File: src/rtl/wb_host_master.sv
// Wishbone B4 classic single-transfer initiator: cmd stream in, one bus
// cycle per command, read data + status out on a rsp stream, with watchdog.
// Ports: wb_clk_i/wb_rst_ni; cmd_* (valid/ready command); rsp_* (valid/ready
// response, status 00 ok / 01 err / 10 timeout); busy; wbm_* Wishbone master.
module wb_host_master #(
  parameter int ADR_W          = 32,
  parameter int DAT_W          = 32,
  parameter int TIMEOUT_CYCLES = 255,
  parameter int TO_W           = 8
) (
  input  logic               wb_clk_i,
  input  logic               wb_rst_ni,
  input  logic               cmd_valid,
  output logic               cmd_ready,
  input  logic               cmd_we,
  input  logic [ADR_W-1:0]   cmd_adr,
  input  logic [DAT_W-1:0]   cmd_dat,
  input  logic [DAT_W/8-1:0] cmd_sel,
  output logic               rsp_valid,
  input  logic               rsp_ready,
  output logic [DAT_W-1:0]   rsp_dat,
  output logic [1:0]         rsp_status,
  output logic               busy,
  output logic               wbm_cyc_o,
  output logic               wbm_stb_o,
  output logic               wbm_we_o,
  output logic [ADR_W-1:0]   wbm_adr_o,
  output logic [DAT_W-1:0]   wbm_dat_o,
  output logic [DAT_W/8-1:0] wbm_sel_o,
  input  logic               wbm_ack_i,
  input  logic               wbm_err_i,
  input  logic [DAT_W-1:0]   wbm_dat_i
);

  localparam int SEL_W = DAT_W / 8;
  localparam bit TO_EN = (TIMEOUT_CYCLES != 0);
  localparam int TO_LAST = TO_EN ? TIMEOUT_CYCLES - 1 : 0;
  localparam logic [TO_W-1:0] TO_LAST_C = TO_W'(TO_LAST);

  typedef enum logic [1:0] {
    IDLE = 2'd0,
    BUS  = 2'd1,
    RESP = 2'd2
  } state_e;

  state_e            state_q;
  logic [TO_W-1:0]   cnt_q;
  logic              rdy_q;
  logic              cyc_q;
  logic              we_q;
  logic [ADR_W-1:0]  adr_q;
  logic [DAT_W-1:0]  dat_q;
  logic [SEL_W-1:0]  sel_q;
  logic              rvld_q;
  logic [DAT_W-1:0]  rdat_q;
  logic [1:0]        rsts_q;

  // rdy_q mirrors (state == IDLE) but is held low during reset so that
  // every output reads 0 while wb_rst_ni is asserted.
  always_ff @(posedge wb_clk_i or negedge wb_rst_ni) begin
    if (!wb_rst_ni) begin
      state_q <= IDLE;
      cnt_q   <= '0;
      rdy_q   <= 1'b0;
      cyc_q   <= 1'b0;
      we_q    <= 1'b0;
      adr_q   <= '0;
      dat_q   <= '0;
      sel_q   <= '0;
      rvld_q  <= 1'b0;
      rdat_q  <= '0;
      rsts_q  <= 2'b00;
    end else begin
      unique case (state_q)
        IDLE: begin
          if (cmd_valid && rdy_q) begin
            we_q    <= cmd_we;
            adr_q   <= cmd_adr;
            dat_q   <= cmd_dat;
            sel_q   <= cmd_sel;
            cyc_q   <= 1'b1;
            cnt_q   <= '0;
            rdy_q   <= 1'b0;
            state_q <= BUS;
          end else begin
            rdy_q <= 1'b1;
          end
        end
        BUS: begin
          if (wbm_err_i) begin
            rsts_q  <= 2'b01;
            rdat_q  <= '0;
            cyc_q   <= 1'b0;
            rvld_q  <= 1'b1;
            state_q <= RESP;
          end else if (wbm_ack_i) begin
            rsts_q  <= 2'b00;
            rdat_q  <= we_q ? '0 : wbm_dat_i;
            cyc_q   <= 1'b0;
            rvld_q  <= 1'b1;
            state_q <= RESP;
          end else if (TO_EN && cnt_q == TO_LAST_C) begin
            rsts_q  <= 2'b10;
            rdat_q  <= '0;
            cyc_q   <= 1'b0;
            rvld_q  <= 1'b1;
            state_q <= RESP;
          end else begin
            cnt_q <= cnt_q + 1'b1;
          end
        end
        RESP: begin
          if (rsp_ready) begin
            rvld_q  <= 1'b0;
            rdy_q   <= 1'b1;
            state_q <= IDLE;
          end
        end
        default: begin
          cyc_q   <= 1'b0;
          rvld_q  <= 1'b0;
          rdy_q   <= 1'b0;
          state_q <= IDLE;
        end
      endcase
    end
  end

  assign cmd_ready  = rdy_q;
  assign busy       = (state_q != IDLE);
  assign wbm_cyc_o  = cyc_q;
  assign wbm_stb_o  = cyc_q;
  assign wbm_we_o   = we_q;
  assign wbm_adr_o  = adr_q;
  assign wbm_dat_o  = dat_q;
  assign wbm_sel_o  = sel_q;
  assign rsp_valid  = rvld_q;
  assign rsp_dat    = rdat_q;
  assign rsp_status = rsts_q;

endmodule

File: config.mk
export PLATFORM = sky130hd
export DESIGN_NAME = wb_host_master
export DESIGN_NICKNAME = d
export VERILOG_FILES = /design/src/rtl/wb_host_master.sv
export SDC_FILE = /design/constraint.sdc
export NUM_CORES = 1
export LEC_CHECK = 0
export CORE_MARGIN = 4
export CORE_UTILIZATION = 24
export CTS_BUF_LIST = sky130_fd_sc_hd__clkbuf_8
export CTS_CLUSTER_SIZE = 20
export DETAILED_ROUTE_END_ITERATION = 8
export SETUP_SLACK_MARGIN = 0.05
export SLEW_MARGIN = 40
export SYNTH_ARGS = -nofsm -noshare
export SYNTH_HDL_FRONTEND = slang
export SYNTH_SLANG_ARGS = --single-unit
File: constraint.sdc
create_clock -name wb_clk_i -period 3.24 [get_ports wb_clk_i]
set_clock_uncertainty 0.2 [all_clocks]
set_input_delay 0.324 -clock wb_clk_i [delete_from_list [all_inputs] [get_ports wb_clk_i]]
set_output_delay 0.324 -clock wb_clk_i [all_outputs]
set_load 0.01 [all_outputs]
==> results of run 1 <==
[kinds of logic after synthesis]
logic type	synth area share, %
multiplexers	17.1
buffers and inverters	5.48
adder cells (fa/ha/maj)	0.540
AND/OR/NAND/NOR	7.10
AO/OA/AOI/OAI	7.20
flip-flops	62.6
[layout make-up]
| class | instances | area (sq um) |
|---|---|---|
| Inverter | 35 | 131 |
| Clock buffer | 17 | 234 |
| Clock inverter | 15 | 160 |
| Sequential cell | 116 | 2900 |
| Fill cell | 1763 | 11400 |
| Timing Repair Buffer | 221 | 2220 |
| Multi-Input combinational cell | 191 | 1500 |
| Tap cell | 260 | 325 |
[layer usage]
metal  GRT usage [%]  vias to the layer above
met3            7.28                       16
met4            4.94                        0
li1                -                     1718
met5               0                        -
met2            19.7                      171
met1            13.8                     1750
[sequential cells by signal, summed over array words and instances, names as in the netlist]
name / flops
rsp_dat: 32
wbm_adr_o: 32
wbm_dat_o: 32
cnt_q: 8
wbm_sel_o: 4
rsp_status: 2
state_q: 2
cmd_ready: 1
rsp_valid: 1
wbm_cyc_o: 1
wbm_we_o: 1
[synth_stat cells, types with 2 or more instances]
| master | n |
|---|---|
| dfrtp_1 | 116 |
| mux2_2 | 69 |
| o21ai_0 | 39 |
| inv_1 | 35 |
| nand4_1 | 32 |
| clkbuf_1 | 12 |
| nor2_1 | 11 |
| buf_2 | 8 |
| nand2_1 | 8 |
| a21oi_1 | 5 |
| a31oi_1 | 5 |
| nand3_1 | 4 |
| a21o_1 | 2 |
| a41oi_1 | 2 |
| buf_1 | 2 |
| buf_6 | 2 |
| ha_1 | 2 |
| o21a_1 | 2 |
[path summary, 6_finish.rpt]
path / from / endpoint / slack (ns) / cells after the start
hold reg to reg: rsp_valid / rsp_valid / 0.30 / 1
setup / recovery: state_q[1] / busy / 0.97 / 2
min in group wb_clk_i: wbm_dat_i[22] / rsp_dat[22] / 0.28 / 3
setup reg to reg: state_q[1] / wbm_adr_o[0] / 1.13 / 4
max in group asynchronous: wb_rst_ni / cnt_q[7] / 1.82 / 3
hold / removal: wb_rst_ni / rsp_dat[10] / 0.23 / 2
[power by group through the flow]
stage,combinational [mW],clock [mW],sequential [mW]
4_1_cts,3.23,1.38,2.55
3_3_place_gp,3.18,0,2.53
2_1_floorplan,1.10,0,2.81
3_5_place_dp,3.22,0,2.56
5_1_grt,3.43,1.45,2.64
6_report,3.17,1.33,2.53
[repair_timing]
| item | CTS | global route |
|---|---|---|
| endpoints found under the hold margin | 60 | 0 |
| hold buffers | 1 | 0 |
| resized for setup | 0 | 0 |
[stage by stage]
step	power, mW	setup WS [ns]
floorplan	3.91	1.27
CTS	7.16	0.922
detailed placement	5.77	0.886
global placement	5.71	0.903
finish	7.03	0.971
global route	7.52	0.899
==> results.cfg, run 1 <==
[clock_tree]
cts_tree = yes
clkTransAtPathRegs_ns = 0.07
cts.sinks = 116
clock_path_buffers = 2
root_buffer = clkbuf_8
htreeDepth = 4
cts_made_buffers = 17
cts_setup_buffers = 0
worstSkewPairLatency_ns = 0.43

[die]
fp.dieW_um = 147
die_h_um = 147
row_count = 50
initial_core_util_pct = 24.6
dieArea_sq_um = 21600
io_pins = 215
core-area_sq_um = 18800

[sta]
period_needed_ns = 2.27
post-route-period-util_pct = 70.0
fin_setup_tns_ns = 0
max_freq_ghz = 0.441
hold_slack_ns = 0.233
rsz0062_at_grt = false
hold_viol = 0
setup_violations = 0
final_max_slew_viol_count = 0
tightest_slew_ns = 0.594
maxSlewHeadroom_pct = 60.4

[power]
swShare_pct = 33.2
p_int_mw = 4.70
power.density_nw_per_um2 = 941
combPwrFrac_pct = 45.1
clockPowerShare_pct = 18.9
ir_worst_vdd_uv = 379
seq_power_share_pct = 36.1
p_leak_nw = 3.02
power_switching_mw = 2.33

[detailed_routing]
met3WireLength_um = 1650
post-route-drc-count = 0
dr.pass1.iters = 4
routed_wl_um = 13100
met1_length_um = 5210
vias_per_cell = 4.27
met2_length_um = 6050
first_iter_violations = 161
topRoutingLayerUsed = met4
avgRoutedWirePerCell_um = 15.4
vias = 3655
drtAntennaViolNets = 0

[finish]
syn_to_final_growth_pct = 61.1
fin_area_sq_um = 7470
nets = 691
post_route_cells_drive_above_1_share_pct = 19.2
n_antenna_cell = 0
fin_util_pct = 39.7
final_common_cell = clkdlybuf4s50_1
most-common-layout-cells = clkdlybuf4s50_1 (213), dfrtp_1 (116), mux2_2 (69)
instances_no_fill = 855

[worst_hold_path]
holdCritPathClass = input pin to async pin

[placement]
gp_congestion = 0.744
dp_hpwl_um = 9390
dp.cells = 822
placed_area_sq_um = 7060
io_buffer_count = 214

[global_route]
grt_pass1_vias = 4151
grt_use_total_pct = 12.4
grt_max_degree = 69
overflow = 0
antenna_found_initial = 0
grt_pass1_wl_um = 21500

[synth]
synth_cells = 367
async_flop_share_pct = 100
synth-edff-count = 0
ys_types = 29
syn_avg_cell_area_sq_um = 12.6
yosysWarningCount = 0
synth.top_cell.area_share_pct = 62.6
ys_seq_area_share_pct = 62.6
synth_top_cell_by_area = dfrtp_1
synthFlopType = dfrtp_1
synthTopCellsByArea = dfrtp_1 (63%), mux2_2 (17%), nand4_1 (4.3%), o21ai_0 (4.2%), inv_1 (2.8%)
ys_ff_latch = 116
syn_nets = 476
synth_area_sq_um = 4640

[run]
cap_violations = 0

[setup_path]
crit_arrival_ns = 1.74
crit_slowest_cell = clkdlybuf4s50_1
path_cells = or2_2 > clkdlybuf4s50_1
startpoint_type = flip-flop
endpoint_kind = output port
crit_type = flip-flop to output port
crit_buf_inv = 1
worstPathMaxFanout = 7
crit_required_ns = 2.72
max_stage_delay_ns = 0.50
cp_top_family = buffers and inverters

[outcome]
outcome = complete, no violations
Note: power is estimated with default switching activity, not from simulation.
==> run 2: changes to the inputs <==
- clock period: 3.24 -> 1.9 ns (I/O delays scaled with it)
==> run 2 against run 1 <==
Compared with the run above: global-route usage is essentially flat; register-to-register slack lost 1.1 ns; wire length grew 3.3%; first-iteration DRC count shrank 1.9%; total power grew 80%; cell area grew 4.0%; clock power grew 90%; sequential cell count is the same; critical path type is now flip-flop to flip-flop; sequential share of layout area shrank 1.4 points; critical path depth grew 4; die area is the same.
==> results.cfg, run 2 (same netlist as run 1, synthesis figures left out) <==
[outcome]
outcome = complete, no violations

[power]
seq_power_share_pct = 34.0
combPwrFrac_pct = 46.0
p_int_mw = 8.59
total_power_mw = 12.6
clockPowerShare_pct = 20.0
ir_worst_vdd_uv = 890
swShare_pct = 31.9
power_switching_mw = 4.03
p_leak_nw = 3.19
power.density_nw_per_um2 = 1620

[setup_path]
endpoint_kind = flip-flop
startpoint_type = flip-flop
regToRegStartpoint = cnt_q[0]
crit_arrival_ns = 1.93
crit_type = flip-flop to flip-flop
startpoint = cnt_q[0]
crit_required_ns = 2.01
worstPathMaxFanout = 2

[finish]
fill_cells = 1766
most-common-layout-cells = clkdlybuf4s50_1 (207), dfrtp_1 (113), mux2_2 (69)
instances_no_fill = 872
nets = 708
post_route_cells_drive_above_1_share_pct = 22.9
fin_util_pct = 41.3
n_antenna_cell = 0
final_common_cell = clkdlybuf4s50_1
syn_to_final_growth_pct = 67.6

[sta]
post-route-period-util_pct = 95.9
setup_violations = 0
fin_setup_tns_ns = 0
final_max_slew_viol_count = 0
rsz0062_at_grt = false
hold_viol = 0
setup_slack_ns = 0.0783
maxSlewHeadroom_pct = 73.2
tightest_slew_ns = 0.402
max_freq_ghz = 0.549
period_needed_ns = 1.82

[die]
io_pins = 215
core-area_sq_um = 18800
fp.dieW_um = 147
row_count = 50
initial_core_util_pct = 24.6
dieArea_sq_um = 21600
die_h_um = 147

[run]
cap_violations = 0

[detailed_routing]
first_iter_violations = 158
avgRoutedWirePerCell_um = 15.6
vias = 3722
dr.pass1.iters = 4
vias_per_cell = 4.27
drtAntennaViolNets = 0
post-route-drc-count = 0
routed_wl_um = 13600

[clock_tree]
cts.sinks = 116
root_buffer = clkbuf_8
worstSkewPairLatency_ns = 0.42
cts_tree = yes
clock_path_buffers = 2
htreeDepth = 4
clkTransAtPathRegs_ns = 0.07
cts_made_buffers = 17

[global_route]
overflow = 0
grt_pass1_vias = 4102
grt_use_total_pct = 12.5
grt_pass1_wl_um = 21600
grt_max_degree = 53
antenna_found_initial = 0

[placement]
gp_congestion = 0.771
dp_hpwl_um = 9760
dp.cells = 830
post-place-ws_ns = -0.0596
io_buffer_count = 214

[worst_hold_path]
holdCritPathClass = input pin to async pin
[run 2: worst paths after layout]
kind	to	slack, ns	depth (start not counted)
min in group wb_clk_i	rsp_dat[18]	0.17	3
setup reg to reg	cnt_q[1]	0.08	6
setup / recovery	cnt_q[1]	0.08	6
hold reg to reg	rsp_valid	0.29	1
hold / removal	rsp_dat[1]	0.04	2
max in group asynchronous	wbm_dat_o[19]	0.84	3
[run 2: layout make-up]
cell class                 count  area [sq um]  area share [%]
tap                          260           325            4.19
timing repair buffer         238          2430            31.2
inverter                      35           131            1.69
multi-input combinational    191          1540            19.8
clock inverter                13           180            2.32
sequential                   116          2910            37.4
clock buffer                  19           262            3.37
[run 2: per-stage QoR]
step                      instance area (sq um)  hold WS (ns)
after floorplan                            4640        -0.306
final                                      7770        0.0386
after global placement                     7160       -0.0535
after detailed placement                   7160       -0.0504
after global routing                       7770        0.0231
after CTS                                  7650        0.0197
[run 2: routing by layer]
metal / part of all wire [%] / GRT usage, %
met1: 39 / 14.0
met2: 52 / 21.3
met3: 8.1 / 5.46
met4: 1.2 / 4.05
met5: 0 / 0
[run 2: repair_timing]
item,in CTS,in global routing
endpoints found under the hold margin,116,0
hold buffers,1,0
setup endpoints to repair,75,63
resized for setup,5,15
gates cloned,0,1
buffers inserted,3,5
pin swaps,3,3
[run 2: power groups by stage]
stage	clock, mW	combinational (mW)	sequential (mW)
6_report	2.53	5.80	4.29
2_1_floorplan	0	1.88	4.80
3_3_place_gp	0	5.57	4.30
4_1_cts	2.64	5.75	4.31
3_5_place_dp	0	5.66	4.35
5_1_grt	2.76	6.23	4.45
[run 2: critical path, stage by stage (launching register included)]
cell     delay, ns
dfrtp_1       0.40
inv_2         0.09
ha_4          0.13
nand3_2       0.07
o211a_1       0.26
or2_4         0.28
mux2_4        0.29
==> run 3: changes to the inputs <==
- CELL_PAD_IN_SITES_DETAIL_PLACEMENT: unset -> 1
- CELL_PAD_IN_SITES_GLOBAL_PLACEMENT: unset -> 1
- PLACE_DENSITY_LB_ADDON: unset -> 0.1
==> run 3 against run 2 <==
Compared with the run above: worst setup slack improved by 0.049 ns; largest cell class unchanged; sequential power barely moved; critical path type unchanged; first-iteration DRC count fell by 34%; via count rose by 2.1%; critical path depth fell by 1; clock power fell by 23%; global-route usage rose by 2.1 points.
==> results.cfg, run 3 (same netlist as run 1, synthesis figures left out) <==
[outcome]
outcome = complete, no violations

[clock_tree]
clkTransAtPathRegs_ns = 0.07
htreeDepth = 4
clock_path_buffers = 2
cts.sinks = 116
cts_tree = yes
worstSkewPairLatency_ns = 0.43
cts_made_buffers = 17
root_buffer = clkbuf_8

[sta]
hold_slack_ns = 0.121
setup_violations = 0
rsz0062_at_grt = false
hold_viol = 0
tightest_slew_ns = 0.446
maxSlewHeadroom_pct = 70.2
fin_setup_tns_ns = 0
final_max_slew_viol_count = 0
post-route-period-util_pct = 93.3
period_needed_ns = 1.77
max_freq_ghz = 0.564

[global_route]
grt_pass1_wl_um = 24700
busiest_layer = met2
use_met3_pct = 6.45
met2_usage_pct = 24.8
grt_pass1_vias = 4248
grt_max_degree = 44
grt_use_met1_pct = 16.3
antenna_found_initial = 2
overflow = 0
grt_use_total_pct = 14.6

[setup_path]
cp_top_family = simple AND/OR/NAND/NOR gates
crit_slowest_cell = dfrtp_1
r2r_cells = 5
crit_required_ns = 2.01
r2r-end = wbm_adr_o[1]
endpoint_kind = flip-flop
rrSetupSlack_ns = 0.13
crit_type = flip-flop to flip-flop
startpoint_type = flip-flop
crit_arrival_ns = 1.89
worstPathMaxFanout = 16
crit_buf_inv = 2
regToRegStartpoint = state_q[1]
path_cells = or2_4 > nor2_4 > buf_12 > clkbuf_16 > mux2_2
max_stage_delay_ns = 0.38

[detailed_routing]
drtAntennaViolNets = 0
routed_wl_um = 15700
vias_per_cell = 4.33
first_iter_violations = 105
dr.pass1.iters = 4
vias = 3799
avgRoutedWirePerCell_um = 17.9
post-route-drc-count = 0

[power]
p_leak_nw = 3.17
p_int_mw = 8.18
clockPowerShare_pct = 16.0
swShare_pct = 33.3
combPwrFrac_pct = 49.2
ir_worst_vdd_uv = 481
power.density_nw_per_um2 = 1590
seq_power_share_pct = 34.8
power_switching_mw = 4.08
total_power_mw = 12.3

[die]
dieArea_sq_um = 21600
row_count = 50
core-area_sq_um = 18800
fp.dieW_um = 147
io_pins = 215
die_h_um = 147
initial_core_util_pct = 24.6

[placement]
io_buffer_count = 214
gp_congestion = 0.674
dp.cells = 837
dp_hpwl_um = 11200

[finish]
post_route_cells_drive_above_1_share_pct = 22.1
instances_no_fill = 877
fill_cells = 2018
most-common-layout-cells = clkdlybuf4s50_1 (209), dfrtp_1 (115), mux2_2 (69)
syn_to_final_growth_pct = 66.8
nets = 713
final_common_cell = clkdlybuf4s50_1

[worst_hold_path]
holdCritPathClass = input pin to async pin

[run]
cap_violations = 0
-- run 3: changes by cell type in the layout (fill, tap and decap cells not counted), moves of 3 or more --
cell,before,now
inv_1,35,40
bufinv_16,4,0
clkinvlp_4,5,1
dlymetal6s2s_1,5,1
buf_4,15,18
-- run 3: power by group through the flow --
stage               Combinational (mW)  Clock, mW  Sequential [mW]
floorplan                         1.88          0             4.80
global placement                  5.81          0             4.25
detailed placement                5.88          0             4.32
CTS                               5.91       2.06             4.30
global route                      6.47       2.19             4.45
finish                            6.03       1.96             4.27
-- run 3: worst max path at each step --
stage	start	endpoint	slack, ns	cells after the start
floorplan	cnt_q[0]	cnt_q[1]	-0.06	8
global placement	cmd_valid	wbm_adr_o[15]	0.02	5
detailed placement	cmd_valid	wbm_dat_o[12]	0.02	5
CTS	state_q[1]	wbm_dat_o[12]	0.04	4
global route	wbm_adr_o[13]	wbm_adr_o[13]	0.04	1
finish	state_q[1]	wbm_adr_o[1]	0.13	5
-- run 3: layout make-up --
cell class | instances | area, sq um | area share (%)
clock inverters | 10 | 45.0 | 0.582
flip-flops and latches | 116 | 2900 | 37.6
diodes | 1 | 2.50 | 0.0324
inverters | 35 | 131 | 1.70
multi-input cells | 191 | 1550 | 20.0
well taps | 260 | 325 | 4.21
repair buffers | 243 | 2490 | 32.2
clock buffers | 21 | 289 | 3.74
-- run 3: timing repair --
action / 4_1_cts / 5_1_grt
hold buffers: 2 / 0
gates cloned: 0 / 2
setup endpoints to repair: 21 / 101
endpoints found under the hold margin: 116 / 0
pin swaps: 0 / 6
buffers inserted: 1 / 3
gates resized for setup: 4 / 11
-- run 3: through the flow --
step	area [sq um]	worst slack, ns	utilization (%)
after detailed placement	7230	0.0183	38.4
after global placement	7230	0.0205	38.4
after floorplan	4640	-0.0559	-
after CTS	7590	0.0430	40.3
final	7730	0.127	41.1
after global routing	7730	0.0418	41.1
-- run 3: worst register-to-register path, cell delays in order, from the launching register on --
cell	delay [ns]
dfrtp_1	0.38
or2_4	0.28
nor2_4	0.12
buf_12	0.15
clkbuf_16	0.20
mux2_2	0.35
-- run 3: routing by layer --
layer | vias to the layer above | part of all wire [%]
met5 | - | 0.083
li1 | 1763 | -
met2 | 115 | 51
met1 | 1898 | 39
met4 | 2 | 1.7
met3 | 21 | 7.5
